<file path="config.mk">
export PLATFORM = sky130hd
export DESIGN_NAME = wishbone_master
export DESIGN_NICKNAME = d
export VERILOG_FILES = /design/src/rtl/wishbone_master.sv
export SDC_FILE = /design/constraint.sdc
export NUM_CORES = 1
export LEC_CHECK = 0
export BUFFER_PORTS_ARGS = -buffer_cell sky130_fd_sc_hd__buf_2
export CAP_MARGIN = 25
export CORE_ASPECT_RATIO = 0.9
export CORE_MARGIN = 3
export CORE_UTILIZATION = 35
export DETAILED_ROUTE_END_ITERATION = 16
export HOLD_SLACK_MARGIN = 0.06
export SLEW_MARGIN = 20
export SYNTH_ARGS = -nofsm -noshare
export SYNTH_HDL_FRONTEND = slang
export SYNTH_SLANG_ARGS = --single-unit
export TNS_END_PERCENT = 5
</file>
<file path="constraint.sdc">
create_clock -name clk_i -period 4.85 [get_ports clk_i]
set_input_delay 0.97 -clock clk_i [delete_from_list [all_inputs] [get_ports clk_i]]
set_output_delay 0.97 -clock clk_i [all_outputs]
set_load 0.05 [all_outputs]
</file>
<file path="src/rtl/wishbone_master.sv">
// rtl/wishbone_master.sv - command-driven Wishbone B4 initiator with staged write FIFO
module wishbone_master #(
  parameter int ADDR_WIDTH = 5,
  parameter int DATA_WIDTH = 32,
  parameter int SEL_WIDTH  = DATA_WIDTH / 8,
  parameter int MAX_BURST  = 16,
  parameter int TIMEOUT    = 8
) (
  input  logic                  clk_i,
  input  logic                  rst_ni,
  input  logic                  cmd_valid_i,
  output logic                  cmd_ready_o,
  input  logic                  cmd_we_i,
  input  logic [ADDR_WIDTH-1:0] cmd_addr_i,
  input  logic [4:0]            cmd_len_i,
  input  logic [SEL_WIDTH-1:0]  cmd_sel_i,
  input  logic                  cmd_tag_add_i,
  input  logic                  wr_push_i,
  input  logic [DATA_WIDTH-1:0] wr_data_i,
  output logic                  wr_full_o,
  output logic [4:0]            wr_count_o,
  output logic                  rd_valid_o,
  output logic [DATA_WIDTH-1:0] rd_data_o,
  output logic                  done_o,
  output logic [1:0]            status_o,
  output logic [ADDR_WIDTH-1:0] addr_o,
  output logic [DATA_WIDTH-1:0] data_o,
  output logic                  we_o,
  output logic [SEL_WIDTH-1:0]  sel_o,
  output logic                  stb_o,
  output logic                  cyc_o,
  output logic [2:0]            cti_o,
  output logic                  tag_add_o,
  input  logic                  ack_i,
  input  logic                  err_i,
  input  logic [DATA_WIDTH-1:0] data_i
);

  localparam int PTR_W = (MAX_BURST > 1) ? $clog2(MAX_BURST) : 1;
  localparam int TO_W  = $clog2(TIMEOUT + 1);
  localparam logic [4:0]       MAX_LEN  = 5'(MAX_BURST);
  localparam logic [PTR_W-1:0] PTR_LAST = PTR_W'(MAX_BURST - 1);
  localparam logic [TO_W-1:0]  TO_LAST  = TO_W'(TIMEOUT - 1);

  typedef enum logic [1:0] {IDLE, ISSUE, WAIT, DONE} state_t;

  state_t            state;
  logic [4:0]        len_q;
  logic              we_q;
  logic [4:0]        beat_cnt;
  logic [4:0]        resp_cnt;
  logic [TO_W-1:0]   to_cnt;
  logic              err_flag;

  logic [DATA_WIDTH-1:0] fifo_mem [MAX_BURST];
  logic [PTR_W-1:0]      rd_ptr;
  logic [PTR_W-1:0]      wr_ptr;
  logic [DATA_WIDTH-1:0] fifo_head;
  logic                  push_ok;
  logic                  fifo_pop;

  logic       eff_we;
  logic [4:0] eff_len;
  logic       reject;
  logic       accept;
  logic       more_beats;

  logic       in_bus;
  logic       resp;
  logic       counted;
  logic [4:0] resp_cnt_nxt;
  logic       err_nxt;
  logic       all_resp;
  logic       timed_out;
  logic       finish;

  assign wr_full_o = (wr_count_o == MAX_LEN);
  assign push_ok   = wr_push_i && !wr_full_o;
  assign fifo_head = fifo_mem[rd_ptr];

  // Tag-add overrides direction and length before any legality check.
  assign eff_we     = cmd_we_i && !cmd_tag_add_i;
  assign eff_len    = cmd_tag_add_i ? 5'd1 : cmd_len_i;
  assign reject     = (eff_len == 5'd0) || (eff_len > MAX_LEN) || (eff_we && (wr_count_o < eff_len));
  assign accept     = (state == IDLE) && cmd_valid_i;
  assign more_beats = (state == ISSUE) && (beat_cnt != len_q);
  assign fifo_pop   = (accept && !reject && eff_we) || (more_beats && we_q);

  // Responses beyond the command length are ignored entirely.
  assign in_bus       = (state == ISSUE) || (state == WAIT);
  assign resp         = in_bus && (ack_i || err_i);
  assign counted      = resp && (resp_cnt < len_q);
  assign resp_cnt_nxt = resp_cnt + {4'd0, counted};
  assign err_nxt      = err_flag || (counted && err_i);
  assign all_resp     = (resp_cnt_nxt == len_q);
  assign timed_out    = !resp && (to_cnt == TO_LAST);
  assign finish       = (state == WAIT) && (all_resp || timed_out);

  // Write-FIFO storage, no reset needed on the data array.
  always_ff @(posedge clk_i) begin
    if (push_ok) fifo_mem[wr_ptr] <= wr_data_i;
  end

  // Write-FIFO pointers and occupancy; pushes accepted in every state.
  always_ff @(posedge clk_i or negedge rst_ni) begin
    if (!rst_ni) begin
      rd_ptr     <= '0;
      wr_ptr     <= '0;
      wr_count_o <= 5'd0;
    end else begin
      if (push_ok)  wr_ptr <= (wr_ptr == PTR_LAST) ? '0 : wr_ptr + 1'b1;
      if (fifo_pop) rd_ptr <= (rd_ptr == PTR_LAST) ? '0 : rd_ptr + 1'b1;
      case ({push_ok, fifo_pop})
        2'b10:   wr_count_o <= wr_count_o + 5'd1;
        2'b01:   wr_count_o <= wr_count_o - 5'd1;
        default: wr_count_o <= wr_count_o;
      endcase
    end
  end

  // Command FSM with registered bus request, response counting and completion.
  always_ff @(posedge clk_i or negedge rst_ni) begin
    if (!rst_ni) begin
      state       <= IDLE;
      cmd_ready_o <= 1'b1;
      len_q       <= 5'd0;
      we_q        <= 1'b0;
      beat_cnt    <= 5'd0;
      resp_cnt    <= 5'd0;
      to_cnt      <= '0;
      err_flag    <= 1'b0;
      rd_valid_o  <= 1'b0;
      rd_data_o   <= '0;
      done_o      <= 1'b0;
      status_o    <= 2'b00;
      addr_o      <= '0;
      data_o      <= '0;
      we_o        <= 1'b0;
      sel_o       <= '0;
      stb_o       <= 1'b0;
      cyc_o       <= 1'b0;
      cti_o       <= 3'b000;
      tag_add_o   <= 1'b0;
    end else begin
      rd_valid_o <= 1'b0;
      done_o     <= 1'b0;
      if (in_bus) begin
        resp_cnt <= resp_cnt_nxt;
        err_flag <= err_nxt;
        if (resp) to_cnt <= '0;
        if (counted && ack_i && !err_i && !we_q) begin
          rd_data_o  <= data_i;
          rd_valid_o <= 1'b1;
        end
      end
      case (state)
        IDLE: begin
          if (cmd_valid_i) begin
            cmd_ready_o <= 1'b0;
            len_q       <= eff_len;
            we_q        <= eff_we;
            resp_cnt    <= 5'd0;
            err_flag    <= 1'b0;
            to_cnt      <= '0;
            if (reject) begin
              state    <= DONE;
              done_o   <= 1'b1;
              status_o <= 2'b11;
            end else begin
              state     <= ISSUE;
              beat_cnt  <= 5'd1;
              cyc_o     <= 1'b1;
              stb_o     <= 1'b1;
              addr_o    <= cmd_addr_i;
              sel_o     <= cmd_sel_i;
              we_o      <= eff_we;
              tag_add_o <= cmd_tag_add_i;
              cti_o     <= (eff_len == 5'd1) ? 3'b000 : 3'b010;
              data_o    <= eff_we ? fifo_head : '0;
            end
          end
        end
        ISSUE: begin
          to_cnt <= '0;
          if (more_beats) begin
            beat_cnt <= beat_cnt + 5'd1;
            data_o   <= we_q ? fifo_head : '0;
          end else begin
            stb_o  <= 1'b0;
            data_o <= '0;
            state  <= WAIT;
          end
        end
        WAIT: begin
          if (finish) begin
            state     <= DONE;
            done_o    <= 1'b1;
            status_o  <= all_resp ? {1'b0, err_nxt} : 2'b10;
            cyc_o     <= 1'b0;
            stb_o     <= 1'b0;
            we_o      <= 1'b0;
            tag_add_o <= 1'b0;
            addr_o    <= '0;
            sel_o     <= '0;
            cti_o     <= 3'b000;
            data_o    <= '0;
          end else if (!resp) begin
            to_cnt <= to_cnt + 1'b1;
          end
        end
        DONE: begin
          status_o    <= 2'b00;
          cmd_ready_o <= 1'b1;
          state       <= IDLE;
        end
        default: state <= IDLE;
      endcase
    end
  end

endmodule

</file>
==> results of run 1 <==
-- cells in the final DEF, fill, tap and decap left out, types with 3 or more instances in the layout --
cell type,netlist,layout
mux2_4,29,29
mux2i_1,17,17
nand3_1,8,8
clkinv_8,0,4
clkbuf_1,36,21
nand3b_1,3,3
a21o_1,7,7
o21ai_0,50,50
bufinv_16,0,3
nor3b_1,4,4
ha_1,26,26
dfrtp_1,118,114
and2_1,3,3
xnor2_1,12,12
a221oi_1,3,3
clkinv_2,0,6
clkbuf_16,0,67
a21oi_1,9,9
clkinv_1,0,11
nand2b_1,46,46
nand2_1,59,59
nand4_1,3,3
mux2_2,9,9
nor4_1,3,3
nor2b_1,3,3
diode_2,0,4
nor2_4,0,12
mux4_2,160,160
a31oi_1,5,5
nor3_2,0,4
xor2_1,11,11
buf_12,0,4
o2bb2ai_1,12,12
buf_4,3,33
nor2_1,35,23
clkbuf_8,0,7
edfxtp_1,512,512
inv_1,20,20
buf_2,17,173
-- kinds of logic (layout without fill, tap and decap cells) --
| kind of cell | count (synthesis) | in the layout | share of synthesized area, % |
|---|---|---|---|
| compound gates | 111 | 111 | 2.857 |
| xor+xnor | 23 | 23 | 0.7984 |
| fa+ha+maj | 27 | 27 | 1.369 |
| buf+inv | 88 | 353 | 1.557 |
| flops | 631 | 631 | 72.75 |
| mux | 215 | 215 | 17.08 |
| other cells | 1 | 6 | 0.01486 |
| simple gates | 180 | 180 | 3.571 |
-- worst register-to-register path, delay by kind of cell, from the launching register on --
kind / cells / cell delay, ps
AO/OA/AOI/OAI: 6 / 1720
adder cells (fa/ha/maj): 3 / 1050
buffers and inverters: 2 / 390
flip-flops: 1 / 430
AND/OR/NAND/NOR: 2 / 340
-- power by group through the flow --
| stage | clock network [mW] | logic [mW] | registers, mW |
|---|---|---|---|
| after floorplan | 0 | 3.83 | 8.46 |
| after global placement | 0 | 6.65 | 7.49 |
| after detailed placement | 0 | 6.69 | 7.53 |
| after CTS | 5.07 | 6.71 | 7.43 |
| after global routing | 5.31 | 7.10 | 7.52 |
| final | 4.93 | 6.57 | 7.41 |
-- flip-flops by register name, summed over array words and instances, names as in the netlist, 2 cells and up --
register and count:
rd_data_o 32, status_o 2, data_o 32, beat_cnt 5, sel_o 4, wr_count_o 5
wr_ptr 4, resp_cnt 5, to_cnt 4, len_q 5, fifo_mem 512, state 2
addr_o 5, rd_ptr 4
-- layout make-up --
type	count	area, um^2
Fill cell	6275	41110
Sequential cell	631	18360
Multi-Input combinational cell	558	6598
Clock buffer	95	1852
Timing Repair Buffer	211	1205
Tap cell	940	1176
Clock inverter	27	284.0
Inverter	20	75.07
Antenna cell	4	10.01
-- through the flow --
step           area, um^2  hold slack (ps)  instances  utilization (%)  power [mW]
2_1_floorplan       25230            441.5       1277                -       12.30
3_3_place_gp        27420            457.2       2360            38.79       14.14
3_5_place_dp        27420            468.6       2360            38.79       14.22
4_1_cts             29550            307.2       2482            41.81       19.20
5_1_grt             29550            336.4       2482            41.81       19.93
6_report            29560            343.6       2486            41.83       18.92
-- metal layers --
metal	share of wire (%)	track usage, %	vias to the layer above
li1	-	-	5552
met1	44	21.95	6704
met2	47	23.85	415
met3	7.5	3.598	86
met4	1.8	3.961	8
met5	0.084	0	-
-- worst paths after layout --
path / from / end / slack, ps / cells past startpoint
setup / recovery: state[0] / data_o[19] / 810 / 13
hold / removal: rst_ni / data_o[18] / 340 / 1
setup reg to reg: state[0] / data_o[19] / 810 / 13
hold reg to reg: data_o[0] / data_o[0] / 470 / 2
max in group asynchronous: rst_ni / rd_data_o[24] / 3450 / 2
min in group clk_i: data_o[0] / data_o[0] / 470 / 2
==> run metrics, run 1 <==
Int Power=12.26 mW; Routed wire per std cell=23.06 um; required time of the critical path=5320 ps; CP max-delay cell=a221o_2; top-level port count=177; violation count after the first detailed-routing iteration=1135; TritonCTS Buffers=66; share of synthesized registers carrying an async set or reset=18.86%; number of flops mapped to enable cells by yosys=512; type of the worst setup path=reg -> reg; clk sinks=631; data arrival time of the critical path=4510 ps; Die X=289.0 um; fraction of final layout cells with drive strength greater than 1=34.31%; dpl ws=758.7 ps; top-count cell post-synth=edfxtp_1; switching part of the total=35.17%; cells after synthesis=1276; worst min path class=in -> async; floorplan die area=0.07535 mm^2; count of standard-cell rows=92; wire length of the first global-routing pass=85970 um; fraction of synthesized cell area taken by the top area cell type=60.94%; Buffers & Inverters on Critical Path=2; starting density of the core=35.70%; Crit path max-delay family=compound AO/OA/AOI/OAI gates; status=finished clean; pwr dens=639.9 mW/mm^2; routability congestion estimate from global placement=0.8261; Final Max Tran Viols=0; # setup viols final=0; measured slew at the worst slew-check pin=978.8 ps; count of distinct cell types in the synthesized netlist=61; antenna violations before repair=8; number of synthesized register bits=631; leakage dissipation=10.35 nW; Max transition margin=34.59%; clk slew on worst S/H paths=60 ps; largest cells by area after synthesis=edfxtp_1 (61%), mux4_2 (14%), dfrtp_1 (12%); y dimension of the die=260.7 um; clock network fraction of design power=26.1%; hold violation count in the final report=0; Clock H-tree levels=3; RSZ-0062 raised after global routing=false; average footprint of a synthesized cell=19.77 um^2; Max VDD drop=0.3253 mV; portion of total power attributed to combinational logic=34.7%; setup total negative slack=0 ps; cell taking the most area after synthesis=edfxtp_1; CTS max path bufs=3; vias per cell=5.135; clock network latency to the later pin of the worst-skew pair=620 ps; overflow left after global routing=0; minimum clock period after layout=4044 ps; drt total wl=57330 um; sort of element at the end of the critical path=flip-flop; most frequent cells after synthesis=edfxtp_1 (512), mux4_2 (160), dfrtp_1 (118); Final WS setup=806.0 ps; number of instances resized during post-cts repair=0; maximum single-stage delay on the critical path=650 ps; standard cell core area=0.07068 mm^2; max-cap check violation count=0; ratio of final minimum period to clock period=83.38%; Clock Tree Root=clkbuf_16; total number of yosys warnings=0; CP most frequent cell=ha_1; Main synth FF type=edfxtp_1; FMAX=247.3 MHz; Critical Path Start Type=flip-flop; CTS tree=built; number of setup buffers added after CTS=0; clock skew=41.13 ps; part of the total power dissipated in sequential elements=39.2%; detailed placer's ending HPWL=32730 um; number of remaining DRC errors=0; # hold bufs at CTS=0; area added between synthesis and finish=17.18%; Final ANT Viol Nets=0; cell area after synthesis=0.02523 mm^2; GRT Util Overall=15.39%; count of port buffers added during placement=174; pin count of the biggest net entering global routing=56; number of optimization iterations in the first detailed-route pass=5; number of nets in the final layout=1601; Max FO, Critical Path=40; routed via count=12765; vias in the first global route=13286; proportion of synthesized chip area in sequential cells=72.75%; sequence of cells on the critical path=inv_1, ha_1, nand2b_1, a21o_1, nor2_1, ha_1, ha_1, o21ba_2, a22oi_1, o2111ai_1, a221o_2, buf_12, o21ai_0; switching pwr=6.653 mW
No activity file was read; power rests on OpenSTA's default activity.
==> inputs of run 2 (changes only) <==
- ABC_AREA: not set -> 1
- clock period: 4.85 -> 3.35 ns (I/O delays scaled with it)
==> run metrics, run 2 <==
status=finished clean; dpl ws=-55.49 ps; most frequent cells after synthesis=edfxtp_1 (512), nor2_1 (368), nand2_1 (318); number of synthesized register bits=631; Clock H-tree levels=3; setup total negative slack=0 ps; commonest cells after routing, fill and taps aside=edfxtp_1 (512), nor2_1 (350), nand2_1 (318); worst min path class=in -> async; TritonCTS Buffers=67; routability congestion estimate from global placement=0.8704; share of synthesized registers carrying an async set or reset=18.86%; type of the worst setup path=reg -> reg; Main synth FF type=edfxtp_1; cells after synthesis=2187; leakage dissipation=11.38 nW; vias per cell=5.147; sequence of cells on the critical path=ha_1, nand2_1, nor2_1, o21ai_0, and2_1, nand2_1, inv_1, ha_1, ha_1, inv_1, nand2_1, nand2_1, nor2_1, nand2_1, nor2_1, nand2_2, nand3_4, nand2_4, buf_12, nand2_1, o21ai_2; FMAX=322.4 MHz; leading cell type in the layout, fill and taps excluded=edfxtp_1; drt total wl=67560 um; cell area after synthesis=0.02586 mm^2; CTS tree=built; CP most frequent cell=nand2_1; top-count cell post-synth=edfxtp_1; pin count of the biggest net entering global routing=258; number of optimization iterations in the first detailed-route pass=5; ratio of final minimum period to clock period=92.58%; switching pwr=11.24 mW; number of remaining DRC errors=0; Clock Tree Root=clkbuf_16; CP max-delay cell=dfrtp_1; maximum single-stage delay on the critical path=450 ps; RSZ-0062 raised after global routing=true; detailed placer's ending HPWL=39200 um; violation count after the first detailed-routing iteration=1645; clk slew on worst S/H paths=70 ps; part of the total power dissipated in sequential elements=36.6%; sort of element at the end of the critical path=flip-flop; GRT Util Overall=17.35%; fraction of synthesized cell area taken by the top area cell type=59.45%; clock network fraction of design power=26.4%; number of flops mapped to enable cells by yosys=512; count of port buffers added during placement=174; Biggest register=fifo_mem; y dimension of the die=263.9 um; Max FO, Critical Path=33; routed via count=17422; flip-flop count of the largest register, all copies and words added=512; Max transition margin=36.56%; average footprint of a synthesized cell=11.83 um^2; max-cap check violation count=0; hold violation count in the final report=0; Int Power=17.02 mW; pwr dens=926.1 mW/mm^2; wire length of the first global-routing pass=103300 um; starting density of the core=35.73%; Max VDD drop=0.6569 mV; antenna violations before repair=9; CTS max path bufs=3; Routed wire per std cell=19.96 um; number of nets in the final layout=2490; fraction of final layout cells with drive strength greater than 1=17.27%; Final ANT Viol Nets=0; count of standard-cell rows=93; Die X=292.5 um; top-level port count=177; clock network latency to the later pin of the worst-skew pair=600 ps; Final Max Tran Viols=0; clk sinks=631; cell taking the most area after synthesis=edfxtp_1; switching part of the total=39.77%; area added between synthesis and finish=17.99%; clock skew=20.94 ps; data arrival time of the critical path=3580 ps; total number of yosys warnings=0; # setup viols final=0; post-layout utilization of the core=42.16%; Final WS setup=248.5 ps; largest cells by area after synthesis=edfxtp_1 (59%), dfrtp_1 (11%), o21ai_0 (5.7%); minimum clock period after layout=3101 ps; Critical Path Start Type=flip-flop; Largest regs=fifo_mem x512, data_o x32, rd_data_o x32; vias in the first global route=17039; floorplan die area=0.07719 mm^2; measured slew at the worst slew-check pin=951.6 ps; count of distinct cell types in the synthesized netlist=40; post-route total power=28.26 mW; required time of the critical path=3830 ps; portion of total power attributed to combinational logic=36.9%; overflow left after global routing=0; proportion of synthesized chip area in sequential cells=70.97%; standard cell core area=0.07238 mm^2
-- run 2: kinds of logic after synthesis --
group	synth area share (%)
AND/OR/NAND/NOR	13.01
XOR/XNOR	0.4403
AO/OA/AOI/OAI	10.81
flip-flops	70.97
adder cells (fa/ha/maj)	1.335
other	0.01450
buffers and inverters	3.416
-- run 2: what timing repair did --
item                       4_1_cts  5_1_grt
hold buffers                     0        0
resized for setup                0        2
buffers inserted                 0        2
setup endpoints to repair        0       33
-- run 2: final cells by class --
cell class	count	area, um^2
Sequential cell	631	18360
Antenna cell	3	7.507
Clock inverter	32	325.3
Clock buffer	92	1913
Multi-Input combinational cell	1358	6764
Tap cell	950	1189
Inverter	70	267.8
Fill cell	6670	41860
Timing Repair Buffer	249	1685
-- run 2: metal layers --
| metal | vias up | global-route usage, % | part of all wire, % |
|---|---|---|---|
| li1 | 8162 | - | - |
| met1 | 8571 | 23.96 | 44 |
| met2 | 579 | 27.62 | 47 |
| met3 | 100 | 3.833 | 7.0 |
| met4 | 10 | 4.974 | 2.1 |
| met5 | - | 0 | 0.10 |
-- run 2: metrics by stage --
stage	instance area, um^2	cells	hold slack (ps)
2_1_floorplan	25870	2188	374.4
3_3_place_gp	28220	3255	455.9
3_5_place_dp	28220	3255	460.3
4_1_cts	30460	3379	74.76
5_1_grt	30510	3382	108.7
6_report	30510	3385	83.13
-- run 2: power by group through the flow --
stage / Sequential, mW / Clock, mW / Combinational [mW]
floorplan: 11.6 / 0 / 5.98
finish: 10.3 / 7.47 / 10.4
CTS: 10.4 / 7.65 / 10.5
global route: 10.5 / 8.00 / 11.5
detailed placement: 10.5 / 0 / 10.4
global placement: 10.5 / 0 / 10.2
-- run 2: final timing paths --
path | startpoint | to | slack, ps | cells past startpoint
worst max-delay path | resp_cnt[3] | data_o[26] | 250 | 21
worst min-delay path | rst_ni | cyc_o | 80 | 1
worst max register to register | resp_cnt[3] | data_o[26] | 250 | 21
worst min register to register | rd_data_o[18] | rd_data_o[18] | 470 | 2
max in group asynchronous | rst_ni | data_o[24] | 2570 | 2
min in group clk_i | data_i[18] | rd_data_o[18] | 270 | 3
-- run 2: critical path, delay by kind of cell (launching register included) --
family	cells	cell delay (ps)
buffers and inverters	3	270
DFF	1	450
and+or+nand+nor	13	1230
AOI/OAI and AO/OA	2	120
adders and majority gates	3	850
==> inputs of run 3 (changes only) <==
- GPL_ROUTABILITY_DRIVEN: not set -> 0
- REMOVE_ABC_BUFFERS: not set -> 1
==> run metrics, run 3 (synthesis gave the netlist of run 2 again) <==
minimum clock period after layout=3152 ps; number of placed cells counting well taps=3234; global routing usage on met2=28.16%; status=finished clean; Biggest register=fifo_mem; met3 GRT Util=3.858%; data arrival time of the critical path=3650 ps; Critical Path Start=len_q[4]; fraction of final layout cells with drive strength greater than 1=16.89%; clock network latency to the later pin of the worst-skew pair=620 ps; measured slew at the worst slew-check pin=1145 ps; top-level port count=177; violation count after the first detailed-routing iteration=1526; number of remaining DRC errors=0; ratio of final minimum period to clock period=94.09%; detailed placer's ending HPWL=36600 um; wire length of the first global-routing pass=102200 um; TritonCTS Buffers=67; count of standard-cell rows=93; Largest regs=fifo_mem x512, data_o x32, rd_data_o x32; leakage dissipation=11.36 nW; required time of the critical path=3850 ps; area added between synthesis and finish=18.22%; max-cap check violation count=0; worst-case hold slack=264.4 ps; # setup viols final=0; type of the worst setup path=reg -> reg; pwr dens=937.3 mW/mm^2; Routed wire per std cell=20.46 um; CP max-delay cell=dfrtp_1; antenna violations before repair=8; path depth of the worst reg2reg path=22; RR Endpoint=data_o[12]; flip-flop count of the largest register, all copies and words added=512; Max transition margin=23.68%; clk slew on worst S/H paths=60 ps; end of the critical path=data_o[12]; hold violation count in the final report=0; Clock H-tree levels=3; overflow left after global routing=0; clk sinks=631; vias per cell=5.182; post-layout instance count excluding filler cells=3370; sort of element at the end of the critical path=flip-flop; vias in the first global route=17009; FMAX=317.2 MHz; worst min path class=in -> reg; HP Start=data_i[0]; maximum single-stage delay on the critical path=390 ps; Final Max Tran Viols=0; Clock Tree Root=clkbuf_16; routed via count=17463; sequence of cells on the critical path=inv_1, ha_1, nand2_1, nor2_1, o21ai_0, and2_1, nand2_1, inv_1, ha_2, ha_4, inv_1, nand2_1, nand2_1, nor2_1, nand2_1, nor2_1, nand2_2, nand3_4, nand2_8, clkbuf_16, nand2_1, o21ai_1; M1 GR Usage=23.05%; count of port buffers added during placement=174; Die X=292.5 um; GRT Util Overall=17.23%; pin count of the biggest net entering global routing=258; floorplan die area=0.07719 mm^2; CP most frequent cell=nand2_1; placed instance area=0.02816 mm^2; drt total wl=68960 um; number of nets in the final layout=2477; Critical Path Start Type=flip-flop; CTS max path bufs=3; clock skew=23.09 ps; Max VDD drop=0.7035 mV; leading cell type in the layout, fill and taps excluded=edfxtp_1; commonest cells after routing, fill and taps aside=edfxtp_1 (512), nor2_1 (350), nand2_1 (317); Final ANT Viol Nets=0; Max FO, Critical Path=8; setup slack of the most critical reg-to-reg path=200 ps; launching point of the worst reg2reg path=len_q[4]; y dimension of the die=263.9 um; most used routing layer in global routing=met2; Final Instance Area=0.03057 mm^2; CTS tree=built; starting density of the core=35.73%; number of optimization iterations in the first detailed-route pass=5; standard cell core area=0.07238 mm^2
-- run 3: changes by cell type in the layout (fill, tap and decap cells not counted), moves of 3 or more --
cell,delta
buf_4,-26
clkinvlp_4,-3
buf_12,+7
clkbuf_8,-9
inv_6,-3
clkbuf_16,+3
clkinv_2,+8
-- run 3: worst min-delay path by stage --
| stage | slack (ps) | depth (start not counted) | to |
|---|---|---|---|
| after global placement | 460 | 2 | rd_data_o[9] |
| after detailed placement | 460 | 2 | rd_data_o[9] |
| after global routing | 250 | 3 | rd_data_o[10] |
| final | 260 | 3 | rd_data_o[0] |
| after CTS | 220 | 3 | rd_data_o[0] |
| after floorplan | 370 | 0 | addr_o[0] |
-- run 3: cell type report --
type / instances / area [um^2]
Fill cell: 6711 / 41800
Sequential cell: 631 / 18370
Multi-Input combinational cell: 1358 / 6790
Clock buffer: 81 / 1782
Timing Repair Buffer: 236 / 1738
Tap cell: 950 / 1189
Clock inverter: 39 / 430.4
Inverter: 70 / 267.8
Antenna cell: 5 / 12.51
-- run 3: timing repair --
item	in CTS	in global routing
hold buffers	1	0
buffers inserted	0	5
endpoints found under the setup margin	0	50
endpoints found under the hold margin	5	0
gates resized for setup	0	10
-- run 3: per-stage QoR --
stage               power, mW  utilization, %  setup WS [ps]  setup TNS, ps
CTS                     28.37           41.97          114.8              0
global placement        20.67           38.90          45.69              0
finish                  28.66           42.24          197.9              0
global route            30.41           42.23         -13.01         -15.90
detailed placement      20.91           38.90         -1.544         -1.544
floorplan               17.22               -          -4478        -154260
-- run 3: where the power goes --
| group | leakage (nW) | switching, mW | internal (mW) |
|---|---|---|---|
| sequential | 6.14 | 0.607 | 9.65 |
| combinational | 4.12 | 7.83 | 3.16 |
| clock | 1.09 | 3.10 | 4.31 |
| total | 11.4 | 11.5 | 17.1 |
-- run 3: worst max-delay path, delay by kind of cell (launching register included) --
kind,cells,cell delay [ps]
simple gates,13,1300
fa+ha+maj,3,790
compound gates,2,130
flops,1,390
buf+inv,4,400
-- run 3: layer usage --
| layer | routed length [um] | part of all wire (%) |
|---|---|---|
| met5 | 50 | 0.073 |
| met2 | 31970 | 46 |
| met3 | 5099 | 7.4 |
| met1 | 30010 | 44 |
| met4 | 1828 | 2.7 |
